## src/rtl/darkriscv_lsu_seq.sv

```systemverilog
// Load/store sequencer: one request becomes one byte-enabled bus cycle, with a DACK timeout.
// Strobes rise the edge after the request is seen; DONE/ERR pulse the edge after completion; HLT stalls the core throughout.
module darkriscv_lsu_seq #(
   parameter int unsigned TIMEOUT = 15
) (
   input  logic        clk_i,
   input  logic        res_i,
   input  logic        ld_req_i,
   input  logic        st_req_i,
   input  logic [2:0]  fct3_i,
   input  logic [31:0] addr_i,
   input  logic [31:0] sdata_i,
   output logic [31:0] ldata_o,
   output logic        done_o,
   output logic        err_o,
   output logic        hlt_o,
   output logic [31:0] daddr_o,
   output logic [31:0] datao_o,
   output logic [3:0]  be_o,
   output logic        rd_o,
   output logic        wr_o,
   input  logic        dack_i,
   input  logic [31:0] datai_i
);

   typedef enum logic [1:0] {S_IDLE, S_BUS, S_FIN, S_FAIL} state_t;

   localparam logic [7:0] TO_CNT = TIMEOUT[7:0];

   state_t      state_q, state_d;
   logic [7:0]  cnt_q, cnt_d;
   logic [2:0]  fct3_q, fct3_d;
   logic [1:0]  off_q, off_d;
   logic [31:0] ldata_q, ldata_d;
   logic        done_q, done_d;
   logic        err_q, err_d;
   logic [31:0] daddr_q, daddr_d;
   logic [31:0] datao_q, datao_d;
   logic [3:0]  be_q, be_d;
   logic        rd_q, rd_d;
   logic        wr_q, wr_d;

   logic        req;
   logic        illegal;
   logic [3:0]  be_new;
   logic [31:0] datao_new;
   logic [31:0] lane;
   logic [31:0] ld_ext;
   logic [7:0]  cnt_inc;

   assign req     = ld_req_i | st_req_i;
   assign cnt_inc = cnt_q + 8'd1;

   // fct3[1:0] encodes the access size (00 byte, 01 half, 10 word); fct3[2] marks unsigned loads
   always_comb begin
      illegal = 1'b0;
      if (ld_req_i && st_req_i)                           illegal = 1'b1;
      if (fct3_i == 3'b011 || fct3_i[2:1] == 2'b11)       illegal = 1'b1;
      if (st_req_i && fct3_i[2])                          illegal = 1'b1;
      if (fct3_i[1:0] == 2'b01 && addr_i[0])              illegal = 1'b1;
      if (fct3_i[1:0] == 2'b10 && addr_i[1:0] != 2'b00)   illegal = 1'b1;
   end

   always_comb begin
      be_new    = 4'b1111;
      datao_new = sdata_i;
      case (fct3_i[1:0])
         2'b00: begin
            be_new    = 4'b0001 << addr_i[1:0];
            datao_new = {4{sdata_i[7:0]}};
         end
         2'b01: begin
            be_new    = 4'b0011 << addr_i[1:0];
            datao_new = {2{sdata_i[15:0]}};
         end
         default: ;
      endcase
   end

   always_comb begin
      lane   = datai_i >> {off_q, 3'b000};
      ld_ext = datai_i;
      case (fct3_q)
         3'b000:  ld_ext = {{24{lane[7]}}, lane[7:0]};
         3'b100:  ld_ext = {24'd0, lane[7:0]};
         3'b001:  ld_ext = {{16{lane[15]}}, lane[15:0]};
         3'b101:  ld_ext = {16'd0, lane[15:0]};
         default: ld_ext = datai_i;
      endcase
   end

   always_comb begin
      state_d = state_q;
      cnt_d   = cnt_q;
      fct3_d  = fct3_q;
      off_d   = off_q;
      ldata_d = ldata_q;
      done_d  = 1'b0;
      err_d   = 1'b0;
      daddr_d = daddr_q;
      datao_d = datao_q;
      be_d    = be_q;
      rd_d    = rd_q;
      wr_d    = wr_q;
      case (state_q)
         S_IDLE: begin
            if (req) begin
               fct3_d = fct3_i;
               off_d  = addr_i[1:0];
               if (illegal) begin
                  state_d = S_FAIL;
                  err_d   = 1'b1;
               end else begin
                  state_d = S_BUS;
                  cnt_d   = 8'd0;
                  daddr_d = {addr_i[31:2], 2'b00};
                  be_d    = be_new;
                  datao_d = datao_new;
                  rd_d    = ld_req_i;
                  wr_d    = st_req_i;
               end
            end
         end
         S_BUS: begin
            if (dack_i) begin
               rd_d    = 1'b0;
               wr_d    = 1'b0;
               state_d = S_FIN;
               done_d  = 1'b1;
               if (rd_q) ldata_d = ld_ext;
            end else begin
               cnt_d = cnt_inc;
               if (cnt_inc == TO_CNT) begin
                  rd_d    = 1'b0;
                  wr_d    = 1'b0;
                  state_d = S_FAIL;
                  err_d   = 1'b1;
               end
            end
         end
         default: state_d = S_IDLE;
      endcase
   end

   always_ff @(posedge clk_i) begin
      if (res_i) begin
         state_q <= S_IDLE;
         cnt_q   <= 8'd0;
         fct3_q  <= 3'd0;
         off_q   <= 2'd0;
         ldata_q <= 32'd0;
         done_q  <= 1'b0;
         err_q   <= 1'b0;
         daddr_q <= 32'd0;
         datao_q <= 32'd0;
         be_q    <= 4'd0;
         rd_q    <= 1'b0;
         wr_q    <= 1'b0;
      end else begin
         state_q <= state_d;
         cnt_q   <= cnt_d;
         fct3_q  <= fct3_d;
         off_q   <= off_d;
         ldata_q <= ldata_d;
         done_q  <= done_d;
         err_q   <= err_d;
         daddr_q <= daddr_d;
         datao_q <= datao_d;
         be_q    <= be_d;
         rd_q    <= rd_d;
         wr_q    <= wr_d;
      end
   end

   assign hlt_o   = ((state_q == S_IDLE) && req) || (state_q == S_BUS);
   assign ldata_o = ldata_q;
   assign done_o  = done_q;
   assign err_o   = err_q;
   assign daddr_o = daddr_q;
   assign datao_o = datao_q;
   assign be_o    = be_q;
   assign rd_o    = rd_q;
   assign wr_o    = wr_q;

endmodule

```

## config.mk

```make
export PLATFORM = sky130hd
export DESIGN_NAME = darkriscv_lsu_seq
export DESIGN_NICKNAME = d
export VERILOG_FILES = /design/src/rtl/darkriscv_lsu_seq.sv
export SDC_FILE = /design/constraint.sdc
export NUM_CORES = 1
export LEC_CHECK = 0
export ABC_AREA = 1
export BUFFER_PORTS_ARGS = -buffer_cell sky130_fd_sc_hd__buf_2
export CELL_PAD_IN_SITES_DETAIL_PLACEMENT = 0
export CELL_PAD_IN_SITES_GLOBAL_PLACEMENT = 1
export CORE_MARGIN = 3
export CORE_UTILIZATION = 30
export DETAILED_ROUTE_END_ITERATION = 10
export MAX_ROUTING_LAYER = met4
export PLACE_DENSITY = 0.8
export SLEW_MARGIN = 20
export SYNTH_ARGS = -nofsm -noshare
export SYNTH_HDL_FRONTEND = slang
export SYNTH_SLANG_ARGS = --single-unit
```

## constraint.sdc

```tcl
create_clock -name clk_i -period 1.4 [get_ports clk_i]
set_clock_uncertainty 0.05 [all_clocks]
set_input_delay 0.21 -clock clk_i [delete_from_list [all_inputs] [get_ports clk_i]]
set_output_delay 0.21 -clock clk_i [all_outputs]
set_load 0.02 [all_outputs]
```

==> results of run 1 <==
[area by class of cell]
| cell class | count | area, um^2 | share of cell area [%] |
|---|---|---|---|
| multi-input combinational | 520 | 2790 | 31.6 |
| timing repair buffer | 346 | 2480 | 28.2 |
| sequential | 117 | 2370 | 26.9 |
| clock buffer | 18 | 439 | 4.98 |
| tap | 225 | 282 | 3.19 |
| inverter | 69 | 273 | 3.09 |
| clock inverter | 14 | 178 | 2.02 |
| antenna | 2 | 5.00 | 0.0568 |
[cell usage after synthesis (all sizes together)]
cell / number
ha: 2
a21oi: 79
clkbuf: 19
nand3b: 1
a31oi: 14
o211ai: 8
a22o: 7
inv: 69
or2: 1
nand4: 2
buf: 27
nor3: 1
o21bai: 1
a22oi: 8
nor2: 148
o21ai: 128
dfxtp: 117
nand2: 92
nand3: 16
conb: 1
o22ai: 9
[logic make-up (layout without fill, tap and decap cells)]
| kind of cell | count (synthesis) | in the layout | share of synthesized area, % |
|---|---|---|---|
| other cells | 1 | 4 | 0.0702 |
| flops | 117 | 117 | 43.8 |
| simple gates | 261 | 262 | 19.7 |
| buf+inv | 115 | 447 | 10.0 |
| compound gates | 254 | 254 | 26.0 |
| fa+ha+maj | 2 | 2 | 0.468 |
[metrics by stage]
step                TNS, ps  util (%)  instance area [um^2]
detailed placement   -17950      40.8                  7090
floorplan              -646         -                  5410
finish                -8350      50.8                  8810
CTS                  -10020      49.2                  8540
global placement     -16550      40.8                  7090
global route         -20780      50.8                  8810
[worst max-delay path, stage by stage (launching register included)]
cell,delay (ps)
sky130_fd_sc_hd__dfxtp_2,330
sky130_fd_sc_hd__nor2_4,130
sky130_fd_sc_hd__buf_6,110
sky130_fd_sc_hd__inv_4,30
sky130_fd_sc_hd__nor2_4,80
sky130_fd_sc_hd__inv_2,60
sky130_fd_sc_hd__nor2_4,120
sky130_fd_sc_hd__buf_12,130
sky130_fd_sc_hd__inv_2,60
sky130_fd_sc_hd__buf_12,160
sky130_fd_sc_hd__nor2_2,110
sky130_fd_sc_hd__nor2_1,60
[final timing paths]
kind,depth (start not counted),slack (ps),endpoint
max,11,-140,daddr_o[15]
min,3,4,daddr_o[6]
max reg2reg,11,-140,daddr_o[15]
min reg2reg,2,420,cnt_q[7]
[placed cells by master, fill, tap and decap left out, types with 6 or more instances in the layout]
cell type / count
sky130_fd_sc_hd__a21oi_1: 74
sky130_fd_sc_hd__nand3_1: 8
sky130_fd_sc_hd__inv_1: 56
sky130_fd_sc_hd__clkbuf_16: 20
sky130_fd_sc_hd__o22ai_1: 8
sky130_fd_sc_hd__clkinv_4: 6
sky130_fd_sc_hd__nor2_1: 106
sky130_fd_sc_hd__nand2_1: 83
sky130_fd_sc_hd__buf_6: 12
sky130_fd_sc_hd__o21ai_0: 83
sky130_fd_sc_hd__dlygate4sd3_1: 33
sky130_fd_sc_hd__dfxtp_1: 107
sky130_fd_sc_hd__buf_2: 206
sky130_fd_sc_hd__a22o_1: 7
sky130_fd_sc_hd__o21ai_1: 37
sky130_fd_sc_hd__o21ai_2: 8
sky130_fd_sc_hd__nor2_4: 13
sky130_fd_sc_hd__a22oi_1: 8
sky130_fd_sc_hd__nor2_2: 29
sky130_fd_sc_hd__inv_2: 9
sky130_fd_sc_hd__a31oi_1: 14
sky130_fd_sc_hd__buf_4: 76
sky130_fd_sc_hd__o211ai_1: 8
sky130_fd_sc_hd__buf_12: 9
[metal layers]
| metal | vias to the layer above | global-route usage, % |
|---|---|---|
| li1 | 3154 | - |
| met1 | 2906 | 23.9 |
| met2 | 229 | 34.6 |
| met3 | 38 | 5.33 |
| met4 | 0 | 9.01 |
| met5 | - | - |
[power groups by stage]
stage               registers, mW  logic, mW  clock network (mW)
floorplan                    4.05       1.01                   0
global placement             3.81       2.22                   0
detailed placement           3.81       2.23                   0
CTS                          3.75       2.65                4.62
global route                 3.77       3.03                4.78
finish                       3.75       2.80                4.53
[state kept, by name, summed over array words and instances, names as in the netlist]
signal and flops:
off_q 2, state_q 2, done_o 1, cnt_q 8, fct3_q 3, datao_o 32, rd_o 1, ldata_o 32
be_o 4, wr_o 1, daddr_o 30, err_o 1
[timing repair]
item,in CTS,in global routing
hold buffers,33,0
gates resized for setup,98,54
cloned,7,3
pin swaps,18,17
setup buffers,16,5
endpoints found under the setup margin,89,112
endpoints found under the hold margin,33,0
==> results.md, run 1 <==
Critical path:
- In this run the worst path has a maximum fanout of 20.
- The kind of capture point of the worst setup path is a flop.
- The kind of launch point of the worst setup path is a flop.
- The startpoint of the lowest-slack register-to-register path is state_q[1].
- The category of the most critical setup path is reg2reg.
- STA puts the critical path data required time at 1660 ps.
- Data on the critical path arrives at its endpoint at 1800 ps.
- Tracing the worst setup path back leads to its startpoint at state_q[1].

STA:
- The final-report max-slew violation count is 0.
- The final worst-path cycle share is 110%.
- Setup slack on the critical path of the routed design comes to -139 ps.
- Setup repair after global routing could not meet its margin everywhere.
- The final count of negative-setup-slack endpoints is 105.
- The hold violation total from the final report is 0.
- The clock period minus final worst setup slack is 1540 ps.
- The worst hold slack is 3.63 ps.
- The peak clock frequency supported by timing is 650 MHz.

CTS:
- The later pin in the worst-skew pair is clocked with a latency of 420 ps.
- The TritonCTS clock tree is built.
- Clock tree synthesis selected as its root buffer the cell sky130_fd_sc_hd__clkbuf_16.
- In this run, CTS created clock tree buffers numbering 17.
- The clock-pin slew on the worst setup and hold paths is 50 ps.
- The maximum clock path buffer count is 2.
- The H-tree generated during clock tree synthesis spans 4 levels.
- The number of clock sinks is 117.

Logic synthesis:
- Summed over all instances, the cell type with the most area after synthesis is sky130_fd_sc_hd__dfxtp_1.
- During synthesis, Yosys emitted a total of 0 warnings.
- The cell area after synthesis is 5350 um^2.
- The gate count after technology mapping is 750.
- In this run, distinct cell masters in the synthesized netlist total 33.
- Summed over its instances, the top area cell type makes up 43.8% of the synthesized netlist area.
- Dividing the synthesized area by the synthesized cell count gives 7.13 um^2.
- Sorting the synthesized cells by area gives the leading types as sky130_fd_sc_hd__dfxtp_1 44%, sky130_fd_sc_hd__o21ai_0 10%, sky130_fd_sc_hd__nor2_1 10%.
- The fraction of the yosys area taken by sequential cells is 43.8%.
- The synthesized flop and latch total is 117.

Pwr:
- The share of total power in sequential cells is 33.8%.
- The clock network burns 40.9% of the power.
- Net switching is 30.7% of the power.
- For this design the ratio of total power to cell area is 1260 nW/um^2.
- Summed over all cells, the static leakage comes to 4.32 nW.
- The internal power component is 7.68 mW.
- Per report_power, the combinational group accounts for 25.3% of the total.
- The net load switching power is 3.40 mW.
- The worst voltage drop across the vdd grid is 0.840 mV.
- The design draws 11.1 mW.

Detailed routing:
- In the routed design, unresolved DRC markers number 0.
- The routed length on met1 is 8440 um.
- The number of antenna-violating nets in the routed design is 0.
- The count of routing violations after the opening detailed-route iteration is 343.
- The highest metal layer carrying signal wires in the routed design is met4.
- The final layout contains routed wiring with a total length of 20100 um.
- The routed length on met3 is 1350 um.
- The detailed-route vias per instance is 4.83.
- The pre-antenna-repair detailed-routing pass consisted of 5 iterations.
- The count of vias placed by the detailed router is 6327.
- The post-detailed-route wirelength per cell is 15.3 um.
- The routed wire length on met2 is 9770 um.

Layout:
- In the final design database the tool counted 1177 nets.
- The number of inserted filler cells in the final layout is 1704.
- Leaving out filler cells and counting taps, the final layout contains 1311.
- In the final layout, the share of cells above drive strength 1 is 41.0%.
- The area growth from synthesis to final layout is 64.9%.

Global routing:
- The global-route usage over all layers is 20.9%.
- Entering global routing, the biggest net connects 69 pins.
- The number of antenna violations at the first check in global routing came to 2.
- The first global-routing pass estimated 31700 um of wire.
- The number of global-route vias before repair came to 6254.
- Summed over all layers, the global routing overflow is 0.

Floorplan:
- During I/O placement, the number of pins put on the boundary was 209.
- The floorplan step set the die width to 139 um.
- The initial standard-cell utilization of the core is 30.8%.
- The area of the placeable core is 17400 um^2.
- In this run the core area contains 48 standard-cell rows.
- The die covers 19500 um^2.
- Measured along the y axis, the die boundary spans 139 um.

Place:
- The count of buffers from port buffering is 206.
- The detailed-placement wirelength estimate is 13900 um.
- Once placement completed, the tool counted placed cells totaling 1214.
- OpenSTA, run right after detailed placement, puts the worst setup slack at -306 ps.
- At the end of routability-driven placement, the weighted congestion stood at 0.825.

Run:
- The number of max-cap violations is 0.

Worst hold path:
- The worst hold path begins at addr_i[6].
- The class of the tightest hold or removal check is in2reg.

Outcome:
- The checks that failed: negative setup slack.
- The flow ran to the end, but the final reports show violations.
Power figures use the tool's default switching activity.
==> run 2: changes to the inputs <==
Settings changed: ABC_AREA 1 to unset, CORE_UTILIZATION 30 to 31.
==> run 2 against run 1 <==
Effect of this change:
- the flow still finishes with violations (negative setup slack)
- worst setup slack worse by 170 ps
- count of clock-buffer cells in the layout unchanged
- register-to-register slack worse by 170 ps
- power decreased by 9.2%
- global-route usage grew 1.0 points
- combinational power decreased by 14%
- via count is 4.4% lower
- critical path type unchanged
- highest routed layer unchanged
- largest cell class unchanged
- sequential share of layout area fell by 2.0 points
- maximum frequency down 10%
- critical path depth down 5
- clock power is 10% lower
- non-clock buffer count shrank 7
==> results.md, run 2 <==
Outcome:
- Run status: finished with violations (unchanged).
- Failing checks: negative setup slack (unchanged).

Pwr:
- The leakage power is 4.08 nW (was 4.32 nW).
- The worst voltage drop across the vdd grid is 0.853 mV (was 0.840 mV).
- The total power after layout is 10.1 mW (was 11.1 mW).
- The total power per unit cell area is 1050 nW/um^2 (was 1260 nW/um^2).

Critical path:
- The kind of capture point of the worst setup path is a flop (unchanged).
- The kind of launch point of the worst setup path is a flop (unchanged).
- The peak fanout along the critical path is 8 (was 20).
- The arrival time of the worst setup path came to 1990 ps (was 1800 ps).
- The required time of the worst setup path is 1680 ps (was 1660 ps).
- The category of the most critical setup path is reg2reg (unchanged).

Logic synthesis:
- The commonest register cell after synthesis is sky130_fd_sc_hd__dfxtp_1 (unchanged).
- Synth top area cells: sky130_fd_sc_hd__dfxtp_1 44%, sky130_fd_sc_hd__nand2_1 9.9%, sky130_fd_sc_hd__mux2i_1 7.4% (was sky130_fd_sc_hd__dfxtp_1 44%, sky130_fd_sc_hd__o21ai_0 10%, sky130_fd_sc_hd__nor2_1 10%).
- The top-area cell type share of the netlist area is 43.6% (was 43.8%).
- The synthesized flop and latch total was 117 (unchanged).
- The average cell area after synthesis is 8.18 um^2 (was 7.13 um^2).
- The most frequently used cell type in the post-synthesis netlist is sky130_fd_sc_hd__nand2_1 (was sky130_fd_sc_hd__nor2_1).
- The share of synthesized flip-flops with an asynchronous set or reset is 0% (unchanged).
- The biggest area consumer among synthesized cells is sky130_fd_sc_hd__dfxtp_1 (unchanged).
- The count of flip-flops with a built-in enable after synthesis is 0 (unchanged).
- The fraction of the yosys area taken by sequential cells is 43.6% (was 43.8%).
- The total number of yosys warnings was 0 (unchanged).
- The cell area after synthesis came to 5380 um^2 (was 5350 um^2).
- The gate count after technology mapping is 657 (was 750).
- Post-synth top cells: 142 x sky130_fd_sc_hd__nand2_1, 117 x sky130_fd_sc_hd__dfxtp_1, 74 x sky130_fd_sc_hd__nor2_1 (was 143 x sky130_fd_sc_hd__nor2_1, 117 x sky130_fd_sc_hd__dfxtp_1, 112 x sky130_fd_sc_hd__o21ai_0).
- The count of unique library cells instantiated by Yosys came to 50 (was 33).

CTS:
- The clock-pin slew on the worst setup and hold paths came to 60 ps (was 50 ps).
- The H-tree depth was 4 (unchanged).
- The maximum clock path buffer count is 2 (unchanged).
- The root buffer selected by CTS is sky130_fd_sc_hd__clkbuf_16 (unchanged).
- The number of clock sinks is 117 (unchanged).
- The clock latency reported for the late side of the worst-skew pair came to 410 ps (was 420 ps).
- The TritonCTS clock tree is built (unchanged).
- The number of buffers added by the clock tree synthesis step is 17 (unchanged).

Detailed routing:
- The post-detailed-route wirelength per cell was 18.0 um (was 15.3 um).
- The count of vias placed by the detailed router is 6049 (was 6327).
- The detailed-route vias per instance is 5.07 (was 4.83).
- The DRC violation count after routing is 0 (unchanged).
- The count of routing violations after the opening detailed-route iteration is 288 (was 343).
- The wire length reported by the detailed router is 21500 um (was 20100 um).
- The number of search-and-repair iterations in the first detailed-routing pass is 6 (was 5).
- The number of antenna-violating nets in the routed design is 0 (unchanged).

STA:
- The peak clock frequency supported by timing is 584 MHz (was 650 MHz).
- The final-report max-slew violation count is 0 (unchanged).
- The least setup slack across all paths after layout is -312 ps (was -139 ps).
- The final worst-path cycle share is 122% (was 110%).
- The hold violation total from the final report is 0 (unchanged).
- Headroom to the max-slew limit came out at 63.0%.
- The final count of negative-setup-slack endpoints is 111 (was 105).
- Unrepaired setup endpoints after global routing: true (unchanged).
- The slew at the pin closest to its max-slew limit is 555 ps.
- The clock period minus final worst setup slack was 1710 ps (was 1540 ps).

Floorplan:
- The chip height came to 138 um (was 139 um).
- The area of the placeable core came to 16800 um^2 (was 17400 um^2).
- The count of boundary I/O pins is 209 (unchanged).
- The die area is 19000 um^2 (was 19500 um^2).
- The initial standard-cell utilization of the core is 32.1% (was 30.8%).
- The floorplan row count is 47 (was 48).
- The width of the chip is 138 um (was 139 um).

Layout:
- Highest-count cells in the layout ignoring fill and taps: 204 x sky130_fd_sc_hd__buf_2, 109 x sky130_fd_sc_hd__dfxtp_1, 80 x sky130_fd_sc_hd__nand2_1 (was 206 x sky130_fd_sc_hd__buf_2, 107 x sky130_fd_sc_hd__dfxtp_1, 106 x sky130_fd_sc_hd__nor2_1).
- The fraction of layout instances using a drive strength above 1 is 53.9% (was 41.0%).
- The number of nets in the final layout is 1066 (was 1177).
- The area growth from synthesis to final layout came to 77.4% (was 64.9%).
- The most common library cell in the layout ignoring fill and taps is sky130_fd_sc_hd__buf_2 (unchanged).
- The area of all placed cells without fillers was 9540 um^2 (was 8810 um^2).
- The share of the core filled with cells is 56.9% (was 50.8%).

Global routing:
- The number of antenna violations at the first check in global routing is 0 (was 2).
- The largest net degree at the start of global routing is 61 (was 69).
- The number of global-route vias before repair came to 5786 (was 6254).
- The global-route usage over all layers is 21.9% (was 20.9%).
- The global route total overflow is 0 (unchanged).
- The global-route wire length before repair is 31300 um (was 31700 um).

Place:
- The detailed-placement wirelength estimate is 12800 um (was 13900 um).
- The final weighted congestion of routability-driven global placement is 0.828 (was 0.825).
- The total placed instance area is 7110 um^2 (was 7090 um^2).
- The worst slack at placement is -346 ps (was -306 ps).
- The count of buffers from port buffering was 206 (unchanged).

Worst hold path:
- The class of the tightest hold or removal check was in2reg (unchanged).

Run:
- The number of max-cap violations is 0 (unchanged).
run 2: changes by cell type after synthesis, moves of 15 or more:
cell and change:
sky130_fd_sc_hd__o21ai_0 -88, sky130_fd_sc_hd__nor2_1 -69, sky130_fd_sc_hd__inv_1 -55, sky130_fd_sc_hd__nand2_1 +51, sky130_fd_sc_hd__mux2i_1 +40, sky130_fd_sc_hd__a211oi_1 +31
sky130_fd_sc_hd__a311oi_1 +17, sky130_fd_sc_hd__o21ai_1 -15
run 2: through the flow:
stage	TNS, ps	cells	hold slack (ps)
floorplan	-16900	658	296
global placement	-18530	1092	389
detailed placement	-21250	1092	392
CTS	-22020	1195	5.09
global route	-28560	1193	15.4
finish	-20560	1194	23.8
run 2: final cells by class:
cell class	count	area (um^2)
flip-flops and latches	117	2370
well taps	220	275
repair buffers	339	2690
multi-input cells	476	3620
diodes	1	2.50
inverters	9	33.8
clock inverters	14	100
fillers	1476	7220
clock buffers	18	450
run 2: worst paths after layout:
path | startpoint | slack, ps | cells past startpoint | endpoint
hold reg to reg | ldata_o[4] | 400 | 2 | ldata_o[4]
hold / removal | sdata_i[6] | 20 | 3 | datao_o[6]
setup / recovery | off_q[0] | -310 | 6 | ldata_o[24]
setup reg to reg | off_q[0] | -310 | 6 | ldata_o[24]
run 2: cell families (layout without fill, tap and decap cells):
kind of cell / Yosys count / in the layout / share of synthesized area (%)
compound gates: 175 / 175 / 21.2
mux: 42 / 42 / 8.29
buf+inv: 65 / 380 / 6.03
flops: 117 / 117 / 43.6
fa+ha+maj: 2 / 2 / 0.465
other cells: 1 / 3 / 0.0698
xor+xnor: 3 / 3 / 0.489
simple gates: 252 / 252 / 19.9
run 2: per-layer routing:
layer / vias to the layer above / global-route usage, % / part of all wire (%)
met5: - / - / 0
met4: 0 / 7.98 / 2.9
met3: 56 / 5.48 / 6.2
met2: 221 / 34.2 / 49
met1: 2846 / 27.4 / 42
li1: 2926 / - / -
run 2: worst max-delay path, cell delays in order, from the launching register on:
cell                        delay [ps]
sky130_fd_sc_hd__dfxtp_4           370
sky130_fd_sc_hd__mux2i_1           140
sky130_fd_sc_hd__mux4_2            490
sky130_fd_sc_hd__nor3_4            160
sky130_fd_sc_hd__nor2_4             80
sky130_fd_sc_hd__clkbuf_16         170
sky130_fd_sc_hd__a211oi_2          170
run 2: where the power goes:
part	switching, mW	internal [mW]	leakage [nW]
Clock	1.68	2.37	0.268
Sequential	0.124	3.48	0.955
Combinational	1.27	1.13	2.86
run 2: timing repair:
action | in CTS | in global routing
buffers inserted | 27 | 6
endpoints found under the hold margin | 30 | 0
hold buffers | 30 | 0
gates cloned | 16 | 2
endpoints found under the setup margin | 107 | 112
gates resized for setup | 133 | 125
pin swaps | 64 | 78
==> run 3: changes to the inputs <==
Settings changed: RECOVER_POWER set to 100.
==> run 3 against run 2 <==
Effect of this change:
- the flow still finishes with violations (negative setup slack)
- via count is 0.74% higher
- count of clock-buffer cells in the layout did not move
- non-clock buffer count unchanged
- critical endpoint is now ldata_o[23]
- highest routed layer unchanged
==> results.md, run 3 (same netlist as run 2, synthesis figures left out) <==
Outcome:
- Run status: finished with violations (unchanged).
- Failing checks: negative setup slack (unchanged).

Global routing:
- The global route total overflow is 0 (unchanged).
- The global-route wire length before repair is 31300 um (unchanged).
- The number of global-route vias before repair is 5786 (unchanged).
- The global-route usage over all layers is 21.9% (unchanged).
- The number of antenna violations at the first check in global routing is 0 (unchanged).
- The largest net degree at the start of global routing came to 61 (unchanged).

CTS:
- The clock-pin slew on the worst setup and hold paths is 60 ps (about the same).
- The number of buffers added by the clock tree synthesis step was 17 (unchanged).
- The maximum clock path buffer count was 2 (unchanged).
- The root buffer selected by CTS is sky130_fd_sc_hd__clkbuf_16 (unchanged).
- The TritonCTS clock tree is built (unchanged).
- The clock latency reported for the late side of the worst-skew pair is 410 ps (about the same).
- The H-tree depth is 4 (unchanged).
- The number of clock sinks is 117 (unchanged).

Floorplan:
- The area of the placeable core came to 16800 um^2 (unchanged).
- The width of the chip came to 138 um (unchanged).
- The count of boundary I/O pins is 209 (unchanged).
- The die area is 19000 um^2 (unchanged).
- The chip height is 138 um (unchanged).
- The floorplan row count came to 47 (unchanged).
- The initial standard-cell utilization of the core is 32.1% (unchanged).

Place:
- The detailed-placement wirelength estimate was 12800 um (unchanged).
- The final weighted congestion of routability-driven global placement is 0.828 (unchanged).
- The count of buffers from port buffering is 206 (unchanged).
- The worst slack at placement is -346 ps (unchanged).

Run:
- The number of max-cap violations is 0 (unchanged).

Detailed routing:
- The number of search-and-repair iterations in the first detailed-routing pass is 4 (was 6).
- The wire length reported by the detailed router came to 21600 um (was 21500 um).
- The DRC violation count after routing is 0 (unchanged).
- The number of antenna-violating nets in the routed design is 0 (unchanged).
- The count of routing violations after the opening detailed-route iteration is 263 (was 288).
- The count of vias placed by the detailed router was 6094 (was 6049).
- The detailed-route vias per instance is 5.10 (was 5.07).
- The post-detailed-route wirelength per cell is 18.1 um (was 18.0 um).

Pwr:
- The switching part of the total power is 30.8% (was 30.6%).
- The total power after layout was 10.0 mW (was 10.1 mW).
- The clock network fraction of design power was 40.5% (was 40.3%).
- The leakage power came to 3.70 nW (was 4.08 nW).
- The total power per unit cell area is 1060 nW/um^2 (was 1050 nW/um^2).
- The combinational share of power is 23.6% (was 23.8%).
- The worst voltage drop across the vdd grid is 0.859 mV (was 0.853 mV).
- The net load switching power is 3.09 mW (was 3.08 mW).
- The share of total power in sequential cells is 36.0% (was 35.8%).
- The internal power component was 6.94 mW (was 6.98 mW).

Layout:
- Highest-count cells in the layout ignoring fill and taps: 109 x sky130_fd_sc_hd__dfxtp_1, 103 x sky130_fd_sc_hd__buf_2, 86 x sky130_fd_sc_hd__clkbuf_1 (was 204 x sky130_fd_sc_hd__buf_2, 109 x sky130_fd_sc_hd__dfxtp_1, 80 x sky130_fd_sc_hd__nand2_1).
- The most common library cell in the layout ignoring fill and taps is sky130_fd_sc_hd__dfxtp_1 (was sky130_fd_sc_hd__buf_2).
- The area of combinational cells with multiple inputs is 3620 um^2 (unchanged).
- The area growth from synthesis to final layout came to 75.3% (was 77.4%).
- The number of inserted filler cells in the final layout is 1531 (was 1476).
- The sequential cell area is 2370 um^2 (unchanged).
- The fraction of layout instances using a drive strength above 1 came to 45.0% (was 53.9%).
- The number of nets in the final layout is 1066 (unchanged).

STA:
- The peak clock frequency supported by timing is 587 MHz (was 584 MHz).
- The hold violation total from the final report came to 0 (unchanged).
- The final worst-path cycle share is 122% (about the same).
- The slew at the pin closest to its max-slew limit was 562 ps (was 555 ps).
- Unrepaired setup endpoints after global routing: true (unchanged).
- The final count of negative-setup-slack endpoints is 110 (was 111).
- The relative slew slack is 62.6% (was 63.0%).
- The worst hold slack came to 23.7 ps (was 23.8 ps).
- The final-report max-slew violation count was 0 (unchanged).
- The least setup slack across all paths after layout is -304 ps (was -312 ps).
- The clock period minus final worst setup slack is 1700 ps (was 1710 ps).

Critical path:
- The peak fanout along the critical path was 8 (unchanged).
- The kind of capture point of the worst setup path is a flop (unchanged).
- The kind of launch point of the worst setup path is a flop (unchanged).
- The category of the most critical setup path is reg2reg (unchanged).
- The arrival time of the worst setup path is 1990 ps (about the same).
- The required time of the worst setup path was 1680 ps (about the same).

Worst hold path:
- The class of the tightest hold or removal check is in2reg (unchanged).
[run 3: layout make-up]
type,count,area share [%]
Multi-Input combinational cell,476,38.4
Sequential cell,117,25.1
Timing Repair Buffer,339,27.3
Clock buffer,18,4.78
Clock inverter,14,1.06
Inverter,9,0.359
Antenna cell,1,0.0266
Tap cell,220,2.92
[run 3: layer usage]
metal	wire length [um]	vias up	GRT usage [%]
li1	-	2930	-
met4	659	0	7.98
met3	1220	62	5.48
met1	9130	2893	27.4
met5	0	-	-
met2	10600	209	34.2
[run 3: what timing repair did]
item                       in CTS  in global routing
buffers inserted               27                  6
hold buffers                   30                  0
setup endpoints to repair     107                112
hold endpoints to repair       30                  0
pin swaps                      64                 78
resized for setup             133                125
gates cloned                   16                  2
[run 3: path summary, 6_finish.rpt]
check	startpoint	slack (ps)	depth (start not counted)	end
min	sdata_i[6]	20	3	datao_o[6]
min reg2reg	ldata_o[4]	400	2	ldata_o[4]
max	off_q[0]	-300	6	ldata_o[23]
max reg2reg	off_q[0]	-300	6	ldata_o[23]
[run 3: power by group through the flow]
| stage | Combinational [mW] | Clock, mW | Sequential [mW] |
|---|---|---|---|
| CTS | 2.27 | 4.14 | 3.58 |
| floorplan | 0.814 | 0 | 3.79 |
| global route | 2.53 | 4.28 | 3.63 |
| finish | 2.36 | 4.06 | 3.61 |
| global placement | 1.61 | 0 | 3.64 |
| detailed placement | 1.62 | 0 | 3.65 |
[run 3: worst max-delay path, stage by stage (launching register included)]
cell and delay [ps]:
sky130_fd_sc_hd__dfxtp_4 370, sky130_fd_sc_hd__mux2i_1 140, sky130_fd_sc_hd__mux4_2 490, sky130_fd_sc_hd__nor3_4 160, sky130_fd_sc_hd__nor2_4 80, sky130_fd_sc_hd__clkbuf_16 170
sky130_fd_sc_hd__a211oi_2 160
[run 3: per-stage QoR]
stage	util [%]	cells	instance area [um^2]	setup TNS [ps]
5_1_grt	56.2	1193	9420	-26990
4_1_cts	54.6	1195	9160	-22020
3_5_place_dp	42.4	1092	7110	-21250
3_3_place_gp	42.4	1092	7110	-18530
6_report	56.2	1194	9420	-18590
2_1_floorplan	-	658	5590	-16900
